--- src/rtl/tlc_sensor.sv ---
// Vehicle-detection front end: debounces raw loop detectors, keeps a per-street queue count,
// and drains the queue while the street's green lamp is on.

module tlc_sensor_chan #(
  parameter int unsigned DEB_CYC = 3,
  parameter int unsigned CNT_W   = 4,
  parameter int unsigned DEP_CYC = 4
) (
  input  logic             clk,
  input  logic             r,
  input  logic             loop_i,
  input  logic             green_i,
  output logic             t_o,
  output logic [CNT_W-1:0] q_o,
  output logic             ovf_o
);

  localparam int unsigned DC_W = (DEB_CYC > 1) ? $clog2(DEB_CYC) : 1;
  localparam int unsigned DT_W = (DEP_CYC > 1) ? $clog2(DEP_CYC) : 1;
  localparam logic [DC_W-1:0]  DC_LAST = DC_W'(DEB_CYC - 1);
  localparam logic [DT_W-1:0]  DT_LAST = DT_W'(DEP_CYC - 1);
  localparam logic [CNT_W-1:0] Q_MAX   = '1;

  logic             da_q, da_d;
  logic [DC_W-1:0]  dc_q, dc_d;
  logic [DT_W-1:0]  dt_q, dt_d;
  logic [CNT_W-1:0] q_q, q_d;
  logic             ovf_q, ovf_d;
  logic             arrival;
  logic             depart;

  // Debounce, departure timer and queue update for one street.
  always_comb begin
    da_d    = da_q;
    dc_d    = '0;
    dt_d    = '0;
    q_d     = q_q;
    ovf_d   = ovf_q;
    arrival = 1'b0;
    depart  = 1'b0;

    if (loop_i != da_q) begin
      if (dc_q == DC_LAST) begin
        da_d    = loop_i;
        arrival = loop_i;
      end else begin
        dc_d = dc_q + DC_W'(1);
      end
    end

    // Any green gap or empty queue throws away partial departure progress.
    if (green_i && (q_q != '0)) begin
      if (dt_q == DT_LAST) begin
        depart = 1'b1;
      end else begin
        dt_d = dt_q + DT_W'(1);
      end
    end

    case ({arrival, depart})
      2'b10: begin
        if (q_q == Q_MAX) begin
          ovf_d = 1'b1;
        end else begin
          q_d = q_q + CNT_W'(1);
        end
      end
      2'b01:   q_d = q_q - CNT_W'(1);
      default: q_d = q_q;
    endcase
  end

  always_ff @(posedge clk) begin
    if (!r) begin
      da_q  <= 1'b0;
      dc_q  <= '0;
      dt_q  <= '0;
      q_q   <= '0;
      ovf_q <= 1'b0;
    end else begin
      da_q  <= da_d;
      dc_q  <= dc_d;
      dt_q  <= dt_d;
      q_q   <= q_d;
      ovf_q <= ovf_d;
    end
  end

  // Decoded straight from registers so traffic shows on the arrival edge itself.
  assign t_o   = da_q | (q_q != '0);
  assign q_o   = q_q;
  assign ovf_o = ovf_q;

endmodule

module tlc_sensor #(
  parameter int unsigned DEB_CYC = 3,
  parameter int unsigned CNT_W   = 4,
  parameter int unsigned DEP_CYC = 4
) (
  input  logic             clk,
  input  logic             r,
  input  logic             loop_a,
  input  logic             loop_b,
  input  logic             ga,
  input  logic             gb,
  output logic             ta,
  output logic             tb,
  output logic [CNT_W-1:0] qa,
  output logic [CNT_W-1:0] qb,
  output logic             ovf_a,
  output logic             ovf_b
);

  tlc_sensor_chan #(
    .DEB_CYC (DEB_CYC),
    .CNT_W   (CNT_W),
    .DEP_CYC (DEP_CYC)
  ) u_chan_a (
    .clk     (clk),
    .r       (r),
    .loop_i  (loop_a),
    .green_i (ga),
    .t_o     (ta),
    .q_o     (qa),
    .ovf_o   (ovf_a)
  );

  tlc_sensor_chan #(
    .DEB_CYC (DEB_CYC),
    .CNT_W   (CNT_W),
    .DEP_CYC (DEP_CYC)
  ) u_chan_b (
    .clk     (clk),
    .r       (r),
    .loop_i  (loop_b),
    .green_i (gb),
    .t_o     (tb),
    .q_o     (qb),
    .ovf_o   (ovf_b)
  );

endmodule

--- config.mk ---
export PLATFORM = sky130hd
export DESIGN_NAME = tlc_sensor
export DESIGN_NICKNAME = d
export VERILOG_FILES = /design/src/rtl/tlc_sensor.sv
export SDC_FILE = /design/constraint.sdc
export NUM_CORES = 1
export LEC_CHECK = 0
export BUFFER_PORTS_ARGS = -buffer_cell sky130_fd_sc_hd__buf_2
export CORE_MARGIN = 2
export CORE_UTILIZATION = 53
export DETAILED_ROUTE_END_ITERATION = 8
export MAX_ROUTING_LAYER = met4
export PLACE_DENSITY = 0.82
export SYNTH_ARGS = -nofsm -noshare
export SYNTH_HDL_FRONTEND = slang
export SYNTH_HIERARCHICAL = 1
export SYNTH_SLANG_ARGS = --single-unit
--- constraint.sdc ---
create_clock -name clk -period 2.54 [get_ports clk]
set_input_delay 0 -clock clk [delete_from_list [all_inputs] [get_ports clk]]
set_output_delay 0 -clock clk [all_outputs]
set_load 0.02 [all_outputs]
# Word-level counts from Yosys, hierarchy flattened

Cells that the tools add are included.

Register bits: 20
Input port bits: 6
Output and inout bits: 12
Word-level logic and storage cells: 67

Add/sub/neg operators: 8
Equal/unequal tests: 14
Multiplexer cells: 12
Bitwise gates (word level): 7
Reduce and logical (&&, ||, !) cells: 16

Operators with widths:

| cell                                                               | number |
|---|---|
| 4-bit one-hot mux with 2 select lines                              | 2 |
| 2-bit == test, second input constant                               | 6 |
| 2-bit AND reduction                                                | 6 |
| 3-bit OR reduction                                                 | 4 |
| 2-bit by 1-bit adder with 2-bit output, second input constant      | 4 |
| 4-bit by 1-bit adder with 4-bit output, second input constant      | 2 |
| 4-bit == test, second input constant                               | 2 |
| 1-bit two-way mux                                                  | 8 |
| 4-bit two-way mux                                                  | 2 |
| 4-bit nonzero test                                                 | 2 |
| 4-bit by 1-bit subtractor with 4-bit output, second input constant | 2 |
| 1-bit NOT                                                          | 5 |
| 2-bit by 1-bit == test with 1-bit output, second input constant    | 2 |
| 2-bit inequality test, second input constant                       | 2 |
| 2-bit nonzero test                                                 | 2 |
| 1-bit logical AND                                                  | 2 |
| 1-bit inequality test                                              | 2 |
| 1-bit OR                                                           | 2 |

# Longest topological paths before layout

Depth in word-level cells: 6
Depth in mapped cells: 10
Depth with buffers taken out: 9

# Cells and area by module

The synthesis kept the hierarchy.

By module, submodules not included:

| module                     | instances | cells an instance | area an instance (µm²) | seq. area each (µm²) |
|---|---|---|---|---|
| tlc_sensor_chan (u_chan_b) | 1         | 54                | 514.2                  | 200.2 |
| tlc_sensor_chan (u_chan_a) | 1         | 55                | 513.0                  | 200.2 |

# Worst setup path after synthesis

No wires, ideal clock.

Kind: register -> register
From: register u_chan_a.q_q[2], in the netlist u_chan_a/q_o[2]
To: register u_chan_a.q_q[2], in the netlist u_chan_a/q_o[2]
Arrival time: 2001 ps
Required time: 2468 ps
Setup slack: 467 ps
Stages on the path, launching flop included: 9
Path buffers: 1
Period minus slack after synthesis: 2073 ps
Cell sequence: dfxtp_1 or4_4 and3_4 buf_6 xor2_1 ha_1 nor2_1 a32oi_1 mux2i_1

Longest elaborated chain between the ends: 6

RTL lines:

| what                                                                         | RTL line | text |
|---|---|---|
| from (decl)                                                                  | 27       | `logic [CNT_W-1:0] q_q, q_d;` |
| from (signal assigned)                                                       | 84       | `q_q <= q_d;` |
| 4-bit nonzero test                                                           | 52       | `if (green_i && (q_q != '0)) begin` |
| 1-bit logical AND                                                            | 52       |  |
| 1-bit two-way mux                                                            | 52       |  |
| 2-bit == test or 2-bit by 1-bit == test with 1-bit output (tied branches)    | 60       | `case ({arrival, depart})` |
| 2-bit inequality test (no source line) or 2-bit nonzero test (tied branches) | --       |  |
| 2-bit AND reduction (no source line)                                         | --       |  |

Several ways; a longest one is shown, not always the timed one. The select of a mux whose other input is x is not followed.
A chain may end at the register's enable or synchronous reset.

# Worst setup path after layout

From: register u_chan_b.q_q[0], in the netlist u_chan_b/q_o[0]
To: register u_chan_b.q_q[2], in the netlist u_chan_b/q_o[2]

Longest elaborated chain between the ends: 6

RTL lines:

| what                                                                         | RTL line |
|---|---|
| from (decl)                                                                  | 27 |
| from (signal assigned)                                                       | 84 |
| 4-bit nonzero test                                                           | 52 |
| 1-bit logical AND                                                            | 52 |
| 1-bit two-way mux                                                            | 52 |
| 2-bit == test or 2-bit by 1-bit == test with 1-bit output (tied branches)    | 60 |
| 2-bit inequality test (no source line) or 2-bit nonzero test (tied branches) | -- |
| 2-bit AND reduction (no source line)                                         | -- |

Several ways; a longest one is shown, not always the timed one. The select of a mux whose other input is x is not followed.

==> results.txt <==
* Result of the run: finished, final reports clean
- Counting every instance in the synthesized netlist gives about 110.
* Crit-path max cell delay: 0.57 ns
- Power density over the cells: 466 nW/µm²
- The number of global-route vias before repair is 703.
* Cells resized by post-CTS repair: 0
* Endpoint type of the worst setup path: flip-flop
* Worst-case hold slack: 0.00916 ns
* Number of nets with antenna violations after routing: 0
* Internal reg-to-reg setup slack: 0.35 ns
- The finished layout holds 153 standard cells, fillers aside.
* Type of the worst min-delay path: primary input to flip-flop
- Setup violations remaining at the end of the flow were counted as 0.
- Net count of the finished layout: roughly 140
* Maximum number of pins on one net before global-route repair: 22
- Clock-pin slew was measured on the worst setup and hold paths at 0.11 ns.
- 0 antenna diodes ended up in the layout.
- For the worst-skew pair, the clock arrives at the later sink with an insertion delay of 0.29 ns.
* Placement Setup Slack: 0.454 ns
- Global routing finished with a remaining overflow of 0.
- Together, buffers and inverters on the worst path number 0.
- The final layout contains routed wiring with a total length of 1910 µm.
* Post-synth ARST share: 0%
- The startpoint identified for the worst register-to-register timing path is u_chan_b/q_o[0]$_SDFFE_PN0P_.
- RD Place Congestion: 0.887
* Final routed wire length divided by cell count: 12.5 µm
- Arrival time at the worst endpoint: 2.42 ns
- The endpoint identified for the worst register-to-register timing path is u_chan_b/q_o[2]$_SDFFE_PN0P_.
- In this run the standard cell core region covers between 1500 and 2000 µm².
* Layout-stage area growth over the synthesis result: 14.0%
- The design draws 546 µW.
- For this run, the leading register cell type out of synthesis is sky130_fd_sc_hd__dfxtp_1.
- CTS built an H-tree with a depth of 1.
- Placed insts: around 150
- Worst-case headroom to the max-slew limit: 75.8%
- Yosys warning count: 6
- Startpoint of the most critical setup path: u_chan_b/q_o[0]$_SDFFE_PN0P_
- Final Max Slew Viols: 0
- The tool flagged a number of max-cap violations equal to 0.
- Setup repair after global routing left no endpoint under its margin.
- The worst setup path is launched from a flip-flop.
- In this run the worst path has a maximum fanout of 8.
* Number of unique standard cell types used by synthesis: 40
* Register area share after synthesis: just under 40%
* Die Outline Area: 2310 µm²
- At the pin with the least slew margin, the transition time is 0.363 ns.
- Critical Path, Cell by Cell: or4_4 > and3_4 > nand2_1 > xnor2_1 > ha_1 > nor2_1 > a32oi_1 > mux2i_1
- After floorplanning, the core was divided into 15 placement rows.
- Via density per instance: 5.45
- Highest Clock Rate: 457 MHz
* VDD IR-drop max: 0.282 mV
- Clock Skew: 0.00297 ns
* Critical path endpoint: u_chan_b/q_o[2]$_SDFFE_PN0P_
* Post-Synthesis Net Count: 121
- Summed over all nets, the half-perimeter wirelength after detailed placement is ~1300 µm.
- Of the available clock period, the critical path in the final layout requires a little under nine tenths.
- Final sum of negative setup slack: 0 ns
- Crit-path slowest cell: sky130_fd_sc_hd__or4_4
- Worst path setup slack after routing: between 0.3 and 0.4 ns
- In this run the static leakage power is about 0.54 nW.
* CTS Root Cell: sky130_fd_sc_hd__clkbuf_4
- Counting buffers and inverters, the worst setup path is 8 cells deep.
- Pre-antenna DRT Iters: 4
* Overall fraction of global-route tracks in use: 19.0%
- The die is 48.0 µm wide.
- After the first detailed-routing iteration, the DRC count stood at 11.
- Once the clock tree was built, the setup fixing pass inserted 0 buffers.
* Flop and latch count out of synthesis: 20
- The number of clock buffers added by TritonCTS is 3.
* Summed instance area of the synthesized netlist: roughly 1000 µm²
- The first global-routing pass estimated roughly 2900 µm of wire.
- In the final layout, the share of cells above drive strength 1 is 25.0%.
- Cells on Worst Hold Path: 3
* Area post-placement: 1120 µm²
- Maximum clock insertion buffer count: 2
- Num Clock Sinks: 20
- FF-to-FF path depth: 8
- Start-to-end type of the worst setup path: flip-flop to flip-flop
- For this block, the via count after detailed routing is 834.
* Die height: between 40 and 50 µm
- Antenna violations before repair: 0
* Worst Path Required: 2.77 ns
* Synthesized area per cell: 9.42 µm²
- For this configuration, the core starts out at a cell density of between 50% and 60%.
* Port Buf Inserts: 17
* Cell area after layout: 1170 µm²
* Post-Route Utilization: 65.7%
- Among cell families on the critical path, the largest total delay comes from simple AND/OR/NAND/NOR gates.
- TritonCTS built the clock tree.
- Hold violation total from the final report: 0
- In this run, synthesis inferred 0 flip-flops with an integrated enable.
- Min Tclk post-route: 2.19 ns
- In the routed design, unresolved DRC markers number 0.
- Top-Level Pins: 18
==> state kept, by name, summed over array words and instances (netlist names) <==
| name | flops |
|---|---|
| u_chan_a/da_q | 1 |
| u_chan_a/dc_q | 2 |
| u_chan_a/dt_q | 2 |
| u_chan_a/ovf_o | 1 |
| u_chan_a/q_o | 4 |
| u_chan_b/da_q | 1 |
| u_chan_b/dc_q | 2 |
| u_chan_b/dt_q | 2 |
| u_chan_b/ovf_o | 1 |
| u_chan_b/q_o | 4 |
==> synthesized netlist by cell type (3+ instances only) <==
library cell	count	area [µm²]
sky130_fd_sc_hd__nor2_1	13	48.8
sky130_fd_sc_hd__dfxtp_1	20	400
sky130_fd_sc_hd__ha_1	6	75.1
sky130_fd_sc_hd__nand3b_1	3	22.5
sky130_fd_sc_hd__nand2_1	10	37.5
sky130_fd_sc_hd__xor2_1	3	26.3
sky130_fd_sc_hd__inv_1	5	18.8
sky130_fd_sc_hd__mux2i_1	7	70.1
==> cell usage in the layout (no fill, tap or decap), drive strengths merged <==
cell type     n
and2          2
nor2         13
inv           5
nor4          1
xor2          3
a311oi        1
nand3b        4
o21ai         2
and3b         1
dfxtp        20
xnor2         1
mux2i         7
buf          17
nand4         1
a211oi        2
nand2        10
ha            6
o31ai         1
clkbuf        4
dlygate4sd3   1
or4           2
nand2b        3
nand4b        2
and4          2
nor3          2
a21oi         2
a32oi         2
nor2b         2
o21a          2
nand3         1
or2           2
nor3b         1
and3          3
==> power breakdown <==
| group | leakage, nW | switching, mW | total [mW] | internal (mW) |
|---|---|---|---|---|
| combinational | 0.356 | 0.0239 | 0.0424 | 0.0184 |
| clock | 0.0210 | 0.0931 | 0.180 | 0.0873 |
| sequential | 0.162 | 0.00402 | 0.323 | 0.319 |
==> worst register-to-register path, stage by stage, from the launching register on <==
cell                      delay, ns
sky130_fd_sc_hd__dfxtp_1       0.39
sky130_fd_sc_hd__or4_4         0.57
sky130_fd_sc_hd__and3_4        0.22
sky130_fd_sc_hd__nand2_1       0.08
sky130_fd_sc_hd__xnor2_1       0.14
sky130_fd_sc_hd__ha_1          0.20
sky130_fd_sc_hd__nor2_1        0.05
sky130_fd_sc_hd__a32oi_1       0.25
sky130_fd_sc_hd__mux2i_1       0.22
==> worst min path at each step <==
stage	from	end	slack [ns]
final	loop_a	u_chan_a/da_q$_SDFFE_PN0P_	0.009
after global routing	gb	u_chan_b/dt_q[1]$_SDFF_PP0_	0.03
after CTS	loop_a	u_chan_a/da_q$_SDFFE_PN0P_	0.002
after detailed placement	ga	u_chan_a/dt_q[1]$_SDFF_PP0_	0.30
after global placement	ga	u_chan_a/dt_q[1]$_SDFF_PP0_	0.30
after floorplan	r	u_chan_b/q_o[2]$_SDFFE_PN0P_	0.14
==> per-layer routing <==
metal / wire, µm / part of all wire [%] / GRT usage, %
met1: 886 / 46 / 23.1
met2: 914 / 48 / 29.1
met3: 79 / 4.1 / 4.91
met4: 25 / 1.3 / 9.19
met5: 0 / 0 / -
==> area by class of cell <==
class	count	area [µm²]
Clock buffer	4	36.3
Fill cell	154	612
Inverter	5	18.8
Multi-Input combinational cell	81	589
Sequential cell	20	400
Tap cell	25	31.3
Timing Repair Buffer	18	95.1
==> logic make-up after synthesis <==
logic type / Yosys count / share of synthesized area [%]
AOI/OAI and AO/OA: 12 / 9.62
xor gates and xnor gates: 4 / 3.41
adders and majority gates: 6 / 7.31
buffers and inverters: 8 / 3.65
DFF: 20 / 39.0
muxes: 7 / 6.82
and+or+nand+nor: 52 / 30.2
==> repair_timing <==
| action | in CTS | in global routing |
|---|---|---|
| endpoints found under the hold margin | 2 | 0 |
| hold buffers | 1 | 0 |
| endpoints found under the setup margin | 0 | 0 |
Power figures use the tool's default switching activity.
